$ cat src/rtl/bit_serial_alu_seq.sv
// Bit-serial sequencer for the 1-bit ALU slice: runs WIDTH-bit commands LSB first.
// Optional signed-overflow flag enabled by defining BSALU_OVF_FLAG_EN.
module bit_serial_alu_seq #(
  parameter int WIDTH = 8
) (
  input  logic             clk,
  input  logic             rst_n,
  input  logic             start,
  input  logic [2:0]       cmd,
  input  logic [WIDTH-1:0] opa,
  input  logic [WIDTH-1:0] opb,
  output logic             ready,
  output logic             done,
  output logic [WIDTH-1:0] result,
  output logic             carry,
  output logic             zero,
  output logic             ovf,
  output logic             slice_a,
  output logic             slice_b,
  output logic             slice_sm,
  output logic             slice_sa,
  output logic             slice_sb,
  output logic             slice_cin,
  output logic [1:0]       slice_op,
  input  logic             slice_result,
  input  logic             slice_cout
);

  localparam int CW = $clog2(WIDTH);
  localparam logic [CW-1:0] LAST_BIT = CW'(WIDTH - 1);

  typedef enum logic [1:0] {
    S_IDLE,
    S_RUN,
    S_DONE
  } state_t;

  typedef struct packed {
    logic [1:0] op;
    logic       sa;
    logic       sb;
    logic       sm;
    logic       cinit;
    logic       cfb;
  } ctl_t;

  function automatic ctl_t decode(input logic [2:0] c);
    ctl_t d;
    case (c)
      3'b000:  d = '{op: 2'b00, sa: 1'b0, sb: 1'b0, sm: 1'b0, cinit: 1'b0, cfb: 1'b0};
      3'b001:  d = '{op: 2'b01, sa: 1'b0, sb: 1'b0, sm: 1'b0, cinit: 1'b0, cfb: 1'b0};
      3'b010:  d = '{op: 2'b10, sa: 1'b0, sb: 1'b0, sm: 1'b0, cinit: 1'b0, cfb: 1'b1};
      3'b011:  d = '{op: 2'b10, sa: 1'b0, sb: 1'b1, sm: 1'b0, cinit: 1'b1, cfb: 1'b1};
      3'b100:  d = '{op: 2'b10, sa: 1'b0, sb: 1'b0, sm: 1'b0, cinit: 1'b0, cfb: 1'b0};
      3'b101:  d = '{op: 2'b01, sa: 1'b1, sb: 1'b1, sm: 1'b0, cinit: 1'b0, cfb: 1'b0};
      3'b110:  d = '{op: 2'b00, sa: 1'b1, sb: 1'b1, sm: 1'b0, cinit: 1'b0, cfb: 1'b0};
      default: d = '{op: 2'b11, sa: 1'b0, sb: 1'b0, sm: 1'b1, cinit: 1'b0, cfb: 1'b0};
    endcase
    return d;
  endfunction

  state_t           state, state_nx;
  logic [WIDTH-1:0] opa_sr, opb_sr, acc, acc_nx;
  logic [2:0]       cmd_q;
  logic [CW-1:0]    bitcnt;
  logic             carry_q;
  logic [WIDTH-1:0] result_q;
  logic             carry_o, zero_o;
  ctl_t             ctl;
  logic             last_bit;

  assign ctl      = decode(cmd_q);
  assign acc_nx   = {slice_result, acc[WIDTH-1:1]};
  assign last_bit = (bitcnt == LAST_BIT);

  always_ff @(posedge clk or negedge rst_n) begin
    if (!rst_n) begin
      state <= S_IDLE;
    end else begin
      state <= state_nx;
    end
  end

  always_comb begin
    state_nx = state;
    case (state)
      S_IDLE:  if (start) state_nx = S_RUN;
      S_RUN:   if (last_bit) state_nx = S_DONE;
      S_DONE:  state_nx = S_IDLE;
      default: state_nx = S_IDLE;
    endcase
  end

  // Flags are captured on the final RUN edge so they are already valid in DONE and hold afterwards.
  always_ff @(posedge clk or negedge rst_n) begin
    if (!rst_n) begin
      opa_sr   <= '0;
      opb_sr   <= '0;
      acc      <= '0;
      cmd_q    <= '0;
      bitcnt   <= '0;
      carry_q  <= 1'b0;
      result_q <= '0;
      carry_o  <= 1'b0;
      zero_o   <= 1'b0;
    end else begin
      case (state)
        S_IDLE: begin
          if (start) begin
            opa_sr  <= opa;
            opb_sr  <= opb;
            cmd_q   <= cmd;
            acc     <= '0;
            bitcnt  <= '0;
            carry_q <= decode(cmd).cinit;
          end
        end
        S_RUN: begin
          opa_sr  <= opa_sr >> 1;
          opb_sr  <= opb_sr >> 1;
          acc     <= acc_nx;
          carry_q <= slice_cout;
          bitcnt  <= bitcnt + CW'(1);
          if (last_bit) begin
            result_q <= acc_nx;
            carry_o  <= ctl.cfb & slice_cout;
            zero_o   <= (acc_nx == '0);
          end
        end
        default: ;
      endcase
    end
  end

`ifdef BSALU_OVF_FLAG_EN
  // Carry into the MSB xor carry out of the MSB; only ADD/SUB close the carry loop.
  logic ovf_q;
  always_ff @(posedge clk or negedge rst_n) begin
    if (!rst_n) begin
      ovf_q <= 1'b0;
    end else if (state == S_RUN && last_bit) begin
      ovf_q <= ctl.cfb & (slice_cin ^ slice_cout);
    end
  end
  assign ovf = ovf_q;
`else
  assign ovf = 1'b0;
`endif

  always_comb begin
    ready     = 1'b0;
    done      = 1'b0;
    slice_a   = 1'b0;
    slice_b   = 1'b0;
    slice_sm  = 1'b0;
    slice_sa  = 1'b0;
    slice_sb  = 1'b0;
    slice_cin = 1'b0;
    slice_op  = 2'b00;
    case (state)
      S_IDLE: ready = 1'b1;
      S_RUN: begin
        slice_a   = opa_sr[0];
        slice_b   = opb_sr[0];
        slice_sm  = ctl.sm;
        slice_sa  = ctl.sa;
        slice_sb  = ctl.sb;
        slice_cin = ctl.cfb & carry_q;
        slice_op  = ctl.op;
      end
      S_DONE: done = 1'b1;
      default: ;
    endcase
  end

  assign result = result_q;
  assign carry  = carry_o;
  assign zero   = zero_o;

endmodule

$ cat config.mk
export PLATFORM = sky130hd
export DESIGN_NAME = bit_serial_alu_seq
export DESIGN_NICKNAME = d
export VERILOG_FILES = /design/src/rtl/bit_serial_alu_seq.sv
export SDC_FILE = /design/constraint.sdc
export NUM_CORES = 1
export LEC_CHECK = 0
export CELL_PAD_IN_SITES_DETAIL_PLACEMENT = 1
export CELL_PAD_IN_SITES_GLOBAL_PLACEMENT = 1
export CORE_MARGIN = 2
export CORE_UTILIZATION = 35
export DETAILED_ROUTE_END_ITERATION = 12
export PLACE_DENSITY_LB_ADDON = 0.1
export SLEW_MARGIN = 20
export SYNTH_ARGS = -nofsm -noshare
export SYNTH_HDL_FRONTEND = slang
export SYNTH_SLANG_ARGS = --single-unit
$ cat constraint.sdc
create_clock -name clk -period 1.55 [get_ports clk]
set_input_delay 0.3875 -clock clk [delete_from_list [all_inputs] [get_ports clk]]
set_output_delay 0.3875 -clock clk [all_outputs]
set_load 0.01 [all_outputs]
## Word level (Yosys, flattened, before mapping)

Cells that the tools add are included.

- Flip-flop bits (word level): 43
- Input bits: 24
- Word-level logic and storage cells: 63

- Add/sub/neg operators: 1
- Equal/unequal tests: 17
- Muxes and demuxes: 24
- Bitwise operators: 2
- Reductions and logical operators: 9

Operator list:

| operator | number |
|---|---|
| $pmux 7 s7 | 1 |
| $pmux 8 s2 | 3 |
| $mux 8 | 3 |
| $eq 3x3->1 const B | 7 |
| $pmux 2 s7 | 1 |
| $eq 3x2->1 const B | 4 |
| $mux 1 | 9 |
| $logic_not 8->1 | 1 |
| $reduce_and 2->1 | 4 |
| $eq 3x1->1 const B | 2 |
| $logic_not 3->1 | 2 |
| $mux 2 | 3 |
| $pmux 3 s2 | 1 |
| $ne 2x2->1 const B | 2 |
| $pmux 2 s2 | 1 |
| $add 3x1->3 const B | 1 |
| $mux 3 | 1 |
| $and 1x1->1 | 2 |
| $eq 2x1->1 const B | 1 |
| $eq 2x2->1 const B | 1 |
| $logic_not 2->1 | 1 |
| $pmux 1 s2 | 1 |
| $reduce_bool 2->1 | 1 |

## Logic depth before layout (Yosys ltp)

Gate-level depths: netlist of the first run.

- Word-level depth: 4
- Mapped depth: 6
- Depth with buffers taken out: 5

## Worst setup path before layout of the first run

OpenSTA, ideal clock, no wires.

- Path kind: register to register
- From: register bitcnt[0]
- To: register result_q[2], in the netlist result[2]
- Setup time: 0.125 ns
- Data arrival time: 1.343 ns
- Required time: 1.425 ns
- Slack: 0.082 ns
- Stages on the path, launching flop included: 6
- Period minus slack after synthesis: 1.468 ns
- Cell sequence: dfrtp_1 > ha_1 > ha_1 > nand3b_4 > buf_4 > mux2_2

- Word-level cells in the longest chain between the ends: 2

Ends and longest elaborated chain:

| element | RTL line | source |
|---|---|---|
| start: declaration | 65 | `logic [CW-1:0] bitcnt;` |
| start signal: assignment | 123 | `bitcnt <= bitcnt + CW'(1);` |
| $eq 3x3->1 | 74 | `assign last_bit = (bitcnt == LAST_BIT);` |
| $reduce_and 2->1 (no line) | -- |  |
| end signal: assignment | 125 | `result_q <= acc_nx;` |
| end: declaration | 67 | `logic [WIDTH-1:0] result_q;` |

Every way passes these cells.
A chain may end at the register's enable or synchronous reset.

## Worst setup path in the final report of the first run

- From: register state[1]
- To: output slice_sm

- Word-level cells in the longest chain between the ends: 2

Ends and longest elaborated chain:

| element | RTL line | source |
|---|---|---|
| start: declaration | 62 | `state_t state, state_nx;` |
| start signal: assignment | 80 | `state <= state_nx;` |
| $eq 2x1->1 | 160 | `case (state)` |
| $mux 1 | 160 |  |
| end: declaration | 20 | `output logic slice_sm,` |

Every way passes these cells.

==> flow_metrics.env, run 1 <==
export IMPL_yosys_warnings=0
export IMPL_nNetsFinal=278
export IMPL_p_seq_share_pct=36.6
export IMPL_ys_ff_latch=42
export IMPL_htree_levels=2
export IMPL_final_area_mm2=0.00286
export IMPL_critical_path_arrival_ns=1.40
export IMPL_setup_viol=11
export IMPL_synthMuxAreaShare_pct=6.26
export IMPL_netSwitchingPower_w=0.00188
export IMPL_period_share_pct=116
export IMPL_fin_crit_ns=1.79
export IMPL_combPwrFrac_pct=49.1
export IMPL_portBuffers=43
export IMPL_grt_pass1_vias=1754
export IMPL_drt_pass1_iter_count=4
export IMPL_cp_required_ns=1.16
export IMPL_top_level_ports=45
export IMPL_cap_violations=0
export IMPL_synth_top_area_share_pct=53.1
export IMPL_syn_avg_cell_area_um2=11.0
export IMPL_start_util_pct=36.2
export IMPL_setup_ws_ns=-0.241
export IMPL_antenna_cells=0
export IMPL_p_leak_nw=1.38
export IMPL_initialDrtViolationCount=65
export IMPL_drv_slew=0
export IMPL_dp_cells=300
export IMPL_status="finished with violations"
export IMPL_gr_usage_all_layers_pct=17.6
export IMPL_drtAntennaViolNets=0
export IMPL_max_freq_ghz=0.558
export IMPL_rsz0062_at_grt="yes"
export IMPL_yosysSeqAreaShare_pct=53.1
export IMPL_grt_max_degree=43
export IMPL_clk_latency_ns=0.31
export IMPL_vias=1609
export IMPL_cts_tree="built"
export IMPL_die_y_um=79.2
export IMPL_min_path_type="in -> async"
export IMPL_stdcell_count=325
export IMPL_place_congestion=0.751
export IMPL_wl_um=5250
export IMPL_layout_drive_gt1_share_pct=33.6
export IMPL_synthesis_nets=206
export IMPL_antenna_found_initial=0
export IMPL_cts_sinks=42
export IMPL_grt_pass1_wl_um=8490
export IMPL_power_internal_w=0.00335
export IMPL_synth_simple_area_share_pct=18.3
export IMPL_cts_buffers=5
export IMPL_worst_pin_slew_ns=0.552
export IMPL_cts_clk_slew_worst_paths_ns=0.09
export IMPL_synth_top_family_by_area="simple AND/OR/NAND/NOR gates"
export IMPL_yosysUniqueCellTypes=32
export IMPL_synth_area_leaders="dfrtp_1 53%, mux2_2 6.3%, and3b_1 5.3%, nand2_1 4.2%, a21oi_1 4.0%"
export IMPL_worst_path_max_fanout=4
export IMPL_clockPowerShare_pct=14.3
export IMPL_worst_setup_path_end_kind="output port"
export IMPL_area_delta_synth_final_pct=44.4
export IMPL_hold_viol=0
export IMPL_cellPowerDensity_mw_per_mm2=1830
export IMPL_synth_compound_area_share_pct=15.0
export IMPL_fp_coreArea_mm2=0.00547
export IMPL_syn_area_mm2=0.00198
export IMPL_final_common_cell="dfrtp_1"
export IMPL_synthAdderAreaFrac_pct=1.26
export IMPL_final_cell_mix="39 x dfrtp_1, 24 x buf_4, 22 x nand2_1"
export IMPL_drc=0
export IMPL_worstSetupStartpointType="flip-flop"
export IMPL_root_buffer="clkbuf_8"
export IMPL_rows=27
export IMPL_synth_top_cell_by_area="dfrtp_1"
export IMPL_slew_headroom_pct=63.2
export IMPL_detailed_place_hpwl_um=3430
export IMPL_violations="setup timing"
export IMPL_overflow=0
export IMPL_crit_type="reg -> out"
export IMPL_peakVddDrop_mv=0.718
export IMPL_vias_per_cell=4.95
export IMPL_synth_xor_area_share_pct=1.33
export IMPL_cts_max_path_buffers=2
export IMPL_dieArea_mm2=0.00627
export IMPL_syn_inst=180
export IMPL_p_sw_share_pct=35.9
export IMPL_avgRoutedWirePerCell_um=16.2
export IMPL_clock_skew_ns=0.0117
export IMPL_placed_area_mm2=0.00256
export IMPL_fp_dieW_um=79.2
## timing repair
item	in CTS	in global routing
pin swaps	3	3
endpoints found under the setup margin	23	18
buffers inserted	11	5
gates cloned	0	1
hold buffers	0	0
gates resized for setup	74	12
## worst max-delay path, stage by stage, from the launching register on
cell and delay [ns]:
dfrtp_1 0.42, and2b_4 0.30, buf_6 0.11, and4_1 0.15, buf_2 0.12
## path summary, 6_finish.rpt
path / from / end / slack, ns / cells after the start
min in group clk: zero / zero / 0.49 / 2
worst min register to register: zero / zero / 0.49 / 2
worst min-delay path: rst_n / result[0] / 0.14 / 2
max in group asynchronous: rst_n / cmd_q[0] / 1.01 / 2
worst max-delay path: state[1] / slice_sm / -0.24 / 4
worst max register to register: state[1] / cmd_q[1] / -0.01 / 6
## metal layers
metal,global-route usage [%],vias to the layer above,share of wire [%]
met5,0,-,0
met4,6.21,0,1.4
met3,4.20,7,3.5
met2,31.4,33,52
met1,20.7,793,43
li1,-,776,-
## final cells by class
type | instances | area [um^2]
fillers | 597 | 2610
flip-flops and latches | 42 | 1050
multi-input cells | 125 | 927
repair buffers | 77 | 689
well taps | 72 | 90.1
clock buffers | 5 | 68.8
clock inverters | 3 | 25.0
inverters | 1 | 3.75
## sequential cells by signal (all words and copies together) (netlist names)
name / count
acc: 7
bitcnt: 3
carry: 1
carry_q: 1
cmd_q: 3
opa_sr: 8
opb_sr: 8
result: 8
state: 2
zero: 1
## kinds of logic (layout without fill, tap and decap cells)
family	Yosys count	in the layout
AOI/OAI and AO/OA	49	49
xor gates and xnor gates	3	3
adders and majority gates	2	2
buffers and inverters	14	86
DFF	42	42
muxes	11	11
other	1	1
and+or+nand+nor	58	59
## power by group through the flow
stage                     registers, W  logic, W  clock network, W
after floorplan                0.00187   0.00124                 0
after global placement         0.00188   0.00217                 0
after detailed placement       0.00193   0.00225                 0
after CTS                      0.00191   0.00244          0.000777
after global routing           0.00198   0.00283          0.000818
final                          0.00191   0.00257          0.000746
## synthesized netlist by cell type
cell	count
a211oi_1	1
a21oi_1	16
a221o_1	1
a22o_1	9
a22oi_1	2
and2_1	2
and2b_1	2
and2b_4	1
and3_1	2
and3b_1	12
and4_1	1
buf_2	6
buf_4	6
buf_6	1
conb_1	1
dfrtp_1	42
ha_1	2
inv_1	1
mux2_2	11
nand2_1	22
nand2b_1	2
nand2b_4	1
nand3b_4	1
nor2_1	3
nor2b_1	5
nor3b_1	1
nor4_1	3
o21ai_0	14
o21ai_1	5
o21bai_2	1
xnor2_1	2
xor2_1	1
## through the flow
stage                     power, W  setup TNS (ns)  hold WS, ns  util (%)  setup slack, ns
final                      0.00523           -1.88        0.145      52.2           -0.241
after global routing       0.00563           -2.43        0.192      52.2           -0.291
after CTS                  0.00513           -1.41        0.156      50.4           -0.219
after detailed placement   0.00418           -4.70        0.476      46.7           -0.259
after global placement     0.00406           -3.86        0.461      46.7           -0.227
after floorplan            0.00311               0       0.0919         -           0.0821
Note: power is estimated with default switching activity, not from simulation.
==> run 2: changes to the inputs <==
--- a/config.mk
+++ b/config.mk
@@ -7,10 +7,11 @@
 export LEC_CHECK = 0
 export CELL_PAD_IN_SITES_DETAIL_PLACEMENT = 1
 export CELL_PAD_IN_SITES_GLOBAL_PLACEMENT = 1
+export CORE_ASPECT_RATIO = 0.6
 export CORE_MARGIN = 2
-export CORE_UTILIZATION = 35
+export CORE_UTILIZATION = 41
 export DETAILED_ROUTE_END_ITERATION = 12
-export PLACE_DENSITY_LB_ADDON = 0.1
+export PLACE_DENSITY = 0.88
 export SLEW_MARGIN = 20
 export SYNTH_ARGS = -nofsm -noshare
 export SYNTH_HDL_FRONTEND = slang
==> constraint.sdc (replaced) <==
create_clock -name clk -period 2.1 [get_ports clk]
set_input_delay 0.525 -clock clk [delete_from_list [all_inputs] [get_ports clk]]
set_output_delay 0.525 -clock clk [all_outputs]
set_load 0.01 [all_outputs]
==> run 2 against run 1 <==
  * The flow now finishes without violations
  * Global-route usage hardly changed
  * Clock power shrank 27%
  * Setup slack better by 0.29 ns
  * Highest routed layer unchanged
  * Flip-flop and latch count is the same
  * Critical path depth stayed put
  * Combinational power down 42%
  * Via count is 6.9% lower
  * Total power fell by 34%
  * Largest power group unchanged
  * Final cell count shrank 10%
  * Die area shrank 14%
  * Critical endpoint is now slice_sa
  * Core utilization is 3.4 points higher
==> flow_metrics.env, run 2 (synthesized netlist as in run 1, its figures left out) <==
export IMPL_drt_pass1_iter_count=4
export IMPL_place_congestion=0.758
export IMPL_fp_dieW_um=93.7
export IMPL_peakVddDrop_mv=0.813
export IMPL_slew_headroom_pct=64.7
export IMPL_placed_area_mm2=0.00246
export IMPL_period_share_pct=97.6
export IMPL_power_w=0.00344
export IMPL_min_path_type="in -> async"
export IMPL_grt_max_degree=43
export IMPL_worst_setup_path_end_kind="output port"
export IMPL_cap_violations=0
export IMPL_start_util_pct=42.9
export IMPL_clk_latency_ns=0.30
export IMPL_tns_ns=0
export IMPL_vias=1498
export IMPL_hold_viol=0
export IMPL_place_ws_ns=0.0671
export IMPL_critPathSlowestCell="dfrtp_1"
export IMPL_critical_path_arrival_ns=1.53
export IMPL_cts_tree="built"
export IMPL_area_delta_synth_final_pct=29.7
export IMPL_htree_levels=2
export IMPL_initialDrtViolationCount=66
export IMPL_portBuffers=43
export IMPL_cts_max_path_buffers=2
export IMPL_max_freq_ghz=0.488
export IMPL_final_cell_mix="40 x dfrtp_1, 32 x clkdlybuf4s50_1, 22 x nand2_1"
export IMPL_hold_buffers=0
export IMPL_rows=19
export IMPL_cellPowerDensity_mw_per_mm2=1340
export IMPL_antenna_cells=0
export IMPL_avgRoutedWirePerCell_um=15.1
export IMPL_top_level_ports=45
export IMPL_cts_clk_slew_worst_paths_ns=0.09
export IMPL_fp_coreArea_mm2=0.00461
export IMPL_drv_slew=0
export IMPL_crit_chain="and2b_4 > buf_4 > and3_1 > clkdlybuf4s15_1"
export IMPL_p_leak_nw=1.22
export IMPL_whs_ns=0.281
export IMPL_detailed_place_hpwl_um=3090
export IMPL_dieArea_mm2=0.00542
export IMPL_layout_drive_gt1_share_pct=16.7
export IMPL_cts_sinks=42
export IMPL_drc=0
export IMPL_root_buffer="clkbuf_8"
export IMPL_slowest_delay_ns=0.42
export IMPL_cts_buffers=5
export IMPL_setup_ws_ns=0.0494
export IMPL_grt_pass1_vias=1522
export IMPL_status="finished, final reports clean"
export IMPL_antenna_found_initial=0
export IMPL_clock_skew_ns=0.00595
export IMPL_drtAntennaViolNets=0
export IMPL_wl_um=4410
export IMPL_worst_pin_slew_ns=0.530
export IMPL_setup_viol=0
export IMPL_cp_required_ns=1.57
export IMPL_overflow=0
export IMPL_final_common_cell="dfrtp_1"
export IMPL_fin_crit_ns=2.05
export IMPL_final_area_mm2=0.00257
export IMPL_gr_usage_all_layers_pct=17.7
export IMPL_nNetsFinal=253
export IMPL_vias_per_cell=5.15
export IMPL_die_y_um=57.8
export IMPL_worstSetupStartpointType="flip-flop"
export IMPL_grt_pass1_wl_um=7470
export IMPL_crit_type="reg -> out"
export IMPL_worst_path_max_fanout=5
-- run 2: where the power goes --
part	leakage [nW]	switching, W	internal, W	total, W
combinational	0.637	0.000676	0.000801	0.00148
sequential	0.534	0.000267	0.00115	0.00142
clock	0.0447	0.000307	0.000240	0.000547
total	1.22	0.00125	0.00220	0.00344
-- run 2: stage by stage --
step / std cells / utilization, %
2_1_floorplan: 180 / -
6_report: 291 / 55.7
5_1_grt: 291 / 55.7
3_5_place_dp: 281 / 53.3
3_3_place_gp: 281 / 53.3
4_1_cts: 290 / 55.3
-- run 2: path summary, 6_finish.rpt --
check	to	from	cells past startpoint	slack, ns
worst min register to register	opb_sr[0]	opb_sr[0]	2	0.49
max in group asynchronous	cmd_q[2]	rst_n	2	1.43
worst max register to register	opb_sr[4]	state[0]	5	0.52
min in group clk	opb_sr[0]	opb_sr[0]	2	0.49
worst max-delay path	slice_sa	state[1]	4	0.05
worst min-delay path	opa_sr[7]	rst_n	2	0.28
-- run 2: layout make-up --
cell class | count | area (um^2)
fill | 498 | 2040
sequential | 42 | 1050
multi-input combinational | 124 | 843
timing repair buffer | 53 | 494
tap | 63 | 78.8
clock buffer | 5 | 68.8
clock inverter | 3 | 25.0
inverter | 1 | 3.75
-- run 2: repair_timing --
| action | in CTS | in global routing |
|---|---|---|
| buffers inserted | 1 | 1 |
| hold endpoints to repair | 0 | 0 |
| endpoints found under the setup margin | 9 | 4 |
| resized for setup | 15 | 4 |
-- run 2: metal layers --
metal	track usage (%)	vias up	wire length (um)
met5	0	-	0
met4	3.11	0	29
met3	4.42	5	183
met2	27.6	33	1910
met1	25.7	733	2280
li1	-	727	-
-- run 2: critical path: cells and delay by family, from the launching register on --
family	cells	cell delay, ns
buffers and inverters	2	0.37
and+or+nand+nor	2	0.44
DFF	1	0.42
==> run 3: changes to the inputs <==
--- a/config.mk
+++ b/config.mk
@@ -9,9 +9,9 @@
 export CELL_PAD_IN_SITES_GLOBAL_PLACEMENT = 1
 export CORE_ASPECT_RATIO = 0.6
 export CORE_MARGIN = 2
-export CORE_UTILIZATION = 41
+export CORE_UTILIZATION = 40
 export DETAILED_ROUTE_END_ITERATION = 12
-export PLACE_DENSITY = 0.88
+export PLACE_DENSITY = 0.86
 export SLEW_MARGIN = 20
 export SYNTH_ARGS = -nofsm -noshare
 export SYNTH_HDL_FRONTEND = slang
==> run 3 against run 2 <==
  * Clock skew is 0.0088 ns higher
  * Die area is 2.4% higher
  * Via count is 2.3% higher
  * Flip-flop and latch count stayed put
  * Critical path type unchanged
==> flow_metrics.env, run 3 (synthesized netlist as in run 1, its figures left out) <==
export IMPL_fp_dieW_um=94.8
export IMPL_dieArea_mm2=0.00555
export IMPL_rows=19
export IMPL_initialDrtViolationCount=55
export IMPL_start_util_pct=42.5
export IMPL_cp_required_ns=1.57
export IMPL_cts_clk_slew_worst_paths_ns=0.09
export IMPL_overflow=0
export IMPL_cap_violations=0
export IMPL_period_share_pct=95.4
export IMPL_htree_levels=2
export IMPL_vias=1532
export IMPL_wl_um=4770
export IMPL_gr_usage_all_layers_pct=19.3
export IMPL_worst_pin_slew_ns=0.547
export IMPL_max_freq_ghz=0.499
export IMPL_clk_latency_ns=0.30
export IMPL_setup_viol=0
export IMPL_grt_pass1_wl_um=8060
export IMPL_antenna_found_initial=0
export IMPL_worstSetupStartpointType="flip-flop"
export IMPL_peakVddDrop_mv=0.705
export IMPL_portBuffers=43
export IMPL_worst_path_max_fanout=7
export IMPL_grt_max_degree=27
export IMPL_drc=0
export IMPL_setup_ws_ns=0.0969
export IMPL_vias_per_cell=5.23
export IMPL_grt_pass1_vias=1615
export IMPL_cts_sinks=42
export IMPL_cellPowerDensity_mw_per_mm2=1340
export IMPL_nNetsFinal=255
export IMPL_critical_path_arrival_ns=1.48
export IMPL_hold_buffers=0
export IMPL_p_leak_nw=1.24
export IMPL_hold_viol=0
export IMPL_crit_type="reg -> out"
export IMPL_slew_headroom_pct=63.5
export IMPL_fill_cells=529
export IMPL_drtAntennaViolNets=0
export IMPL_area_delta_synth_final_pct=30.6
export IMPL_fp_coreArea_mm2=0.00466
export IMPL_final_cell_mix="40 x dfrtp_1, 32 x clkdlybuf4s50_1, 22 x nand2_1"
export IMPL_layout_drive_gt1_share_pct=17.8
export IMPL_place_congestion=0.776
export IMPL_crit_chain="and2b_4 > and2_1 > dlygate4sd2_1"
export IMPL_cts_max_path_buffers=2
export IMPL_tns_ns=0
export IMPL_status="finished, final reports clean"
export IMPL_drt_pass1_iter_count=4
export IMPL_avgRoutedWirePerCell_um=16.3
export IMPL_place_ws_ns=0.0873
export IMPL_root_buffer="clkbuf_8"
export IMPL_min_path_type="in -> async"
export IMPL_power_w=0.00345
export IMPL_fin_crit_ns=2.00
export IMPL_cts_buffers=5
export IMPL_cts_tree="built"
export IMPL_top_level_ports=45
export IMPL_clock_skew_ns=0.0147
export IMPL_worst_setup_path_end_kind="output port"
export IMPL_critPathSlowestCell="dfrtp_1"
export IMPL_die_y_um=58.5
export IMPL_rsz0062_at_grt="no"
export IMPL_final_common_cell="dfrtp_1"
export IMPL_slowest_delay_ns=0.43
export IMPL_detailed_place_hpwl_um=3440
export IMPL_drv_slew=0
export IMPL_antenna_cells=0
run 3: critical path: cells and delay by family, from the launching register on:
kind	cells	cell delay (ns)
flops	1	0.43
buf+inv	1	0.28
simple gates	2	0.47
run 3: per-layer routing:
| layer | up-vias | GRT usage [%] | part of all wire [%] |
|---|---|---|---|
| met2 | 31 | 31.1 | 48 |
| met4 | 0 | 5.59 | 1.2 |
| met5 | - | 0 | 0 |
| met3 | 7 | 4.74 | 4.0 |
| li1 | 731 | - | - |
| met1 | 763 | 26.4 | 47 |
run 3: path summary, 6_finish.rpt:
path,from,end,slack [ns],cells after the start
worst max-delay path,state[1],slice_b,0.1,3
worst min-delay path,rst_n,acc[6],0.20,1
worst max register to register,state[0],opa_sr[3],0.50,6
worst min register to register,carry,carry,0.49,2
max in group asynchronous,rst_n,result[6],1.34,2
min in group clk,carry,carry,0.49,2
run 3: layout make-up:
class / count / area, um^2 / area share (%)
Sequential cell: 42 / 1050 / 40.8
Tap cell: 63 / 78.8 / 3.05
Inverter: 1 / 3.75 / 0.145
Clock buffer: 5 / 68.8 / 2.66
Clock inverter: 3 / 23.8 / 0.920
Timing Repair Buffer: 55 / 510 / 19.7
Multi-Input combinational cell: 124 / 846 / 32.7
run 3: power by group:
group / internal [W] / switching (W) / total [W]
logic: 0.000795 / 0.000691 / 0.00149
clock network: 0.000238 / 0.000304 / 0.000541
registers: 0.00116 / 0.000268 / 0.00142
run 3: timing repair:
item | in CTS | in global routing
pin swaps | 0 | 0
buffers inserted | 1 | 0
gates cloned | 0 | 0
gates resized for setup | 11 | 6
endpoints found under the setup margin | 9 | 4
run 3: metrics by stage:
step / util, % / instance area (um^2) / hold slack (ns) / cells
after floorplan: - / 1980 / 0.229 / 180
after global placement: 53.2 / 2480 / 0.462 / 284
after detailed placement: 53.2 / 2480 / 0.477 / 284
after CTS: 55.3 / 2580 / 0.201 / 293
after global routing: 55.5 / 2580 / 0.221 / 293
final: 55.5 / 2580 / 0.200 / 293
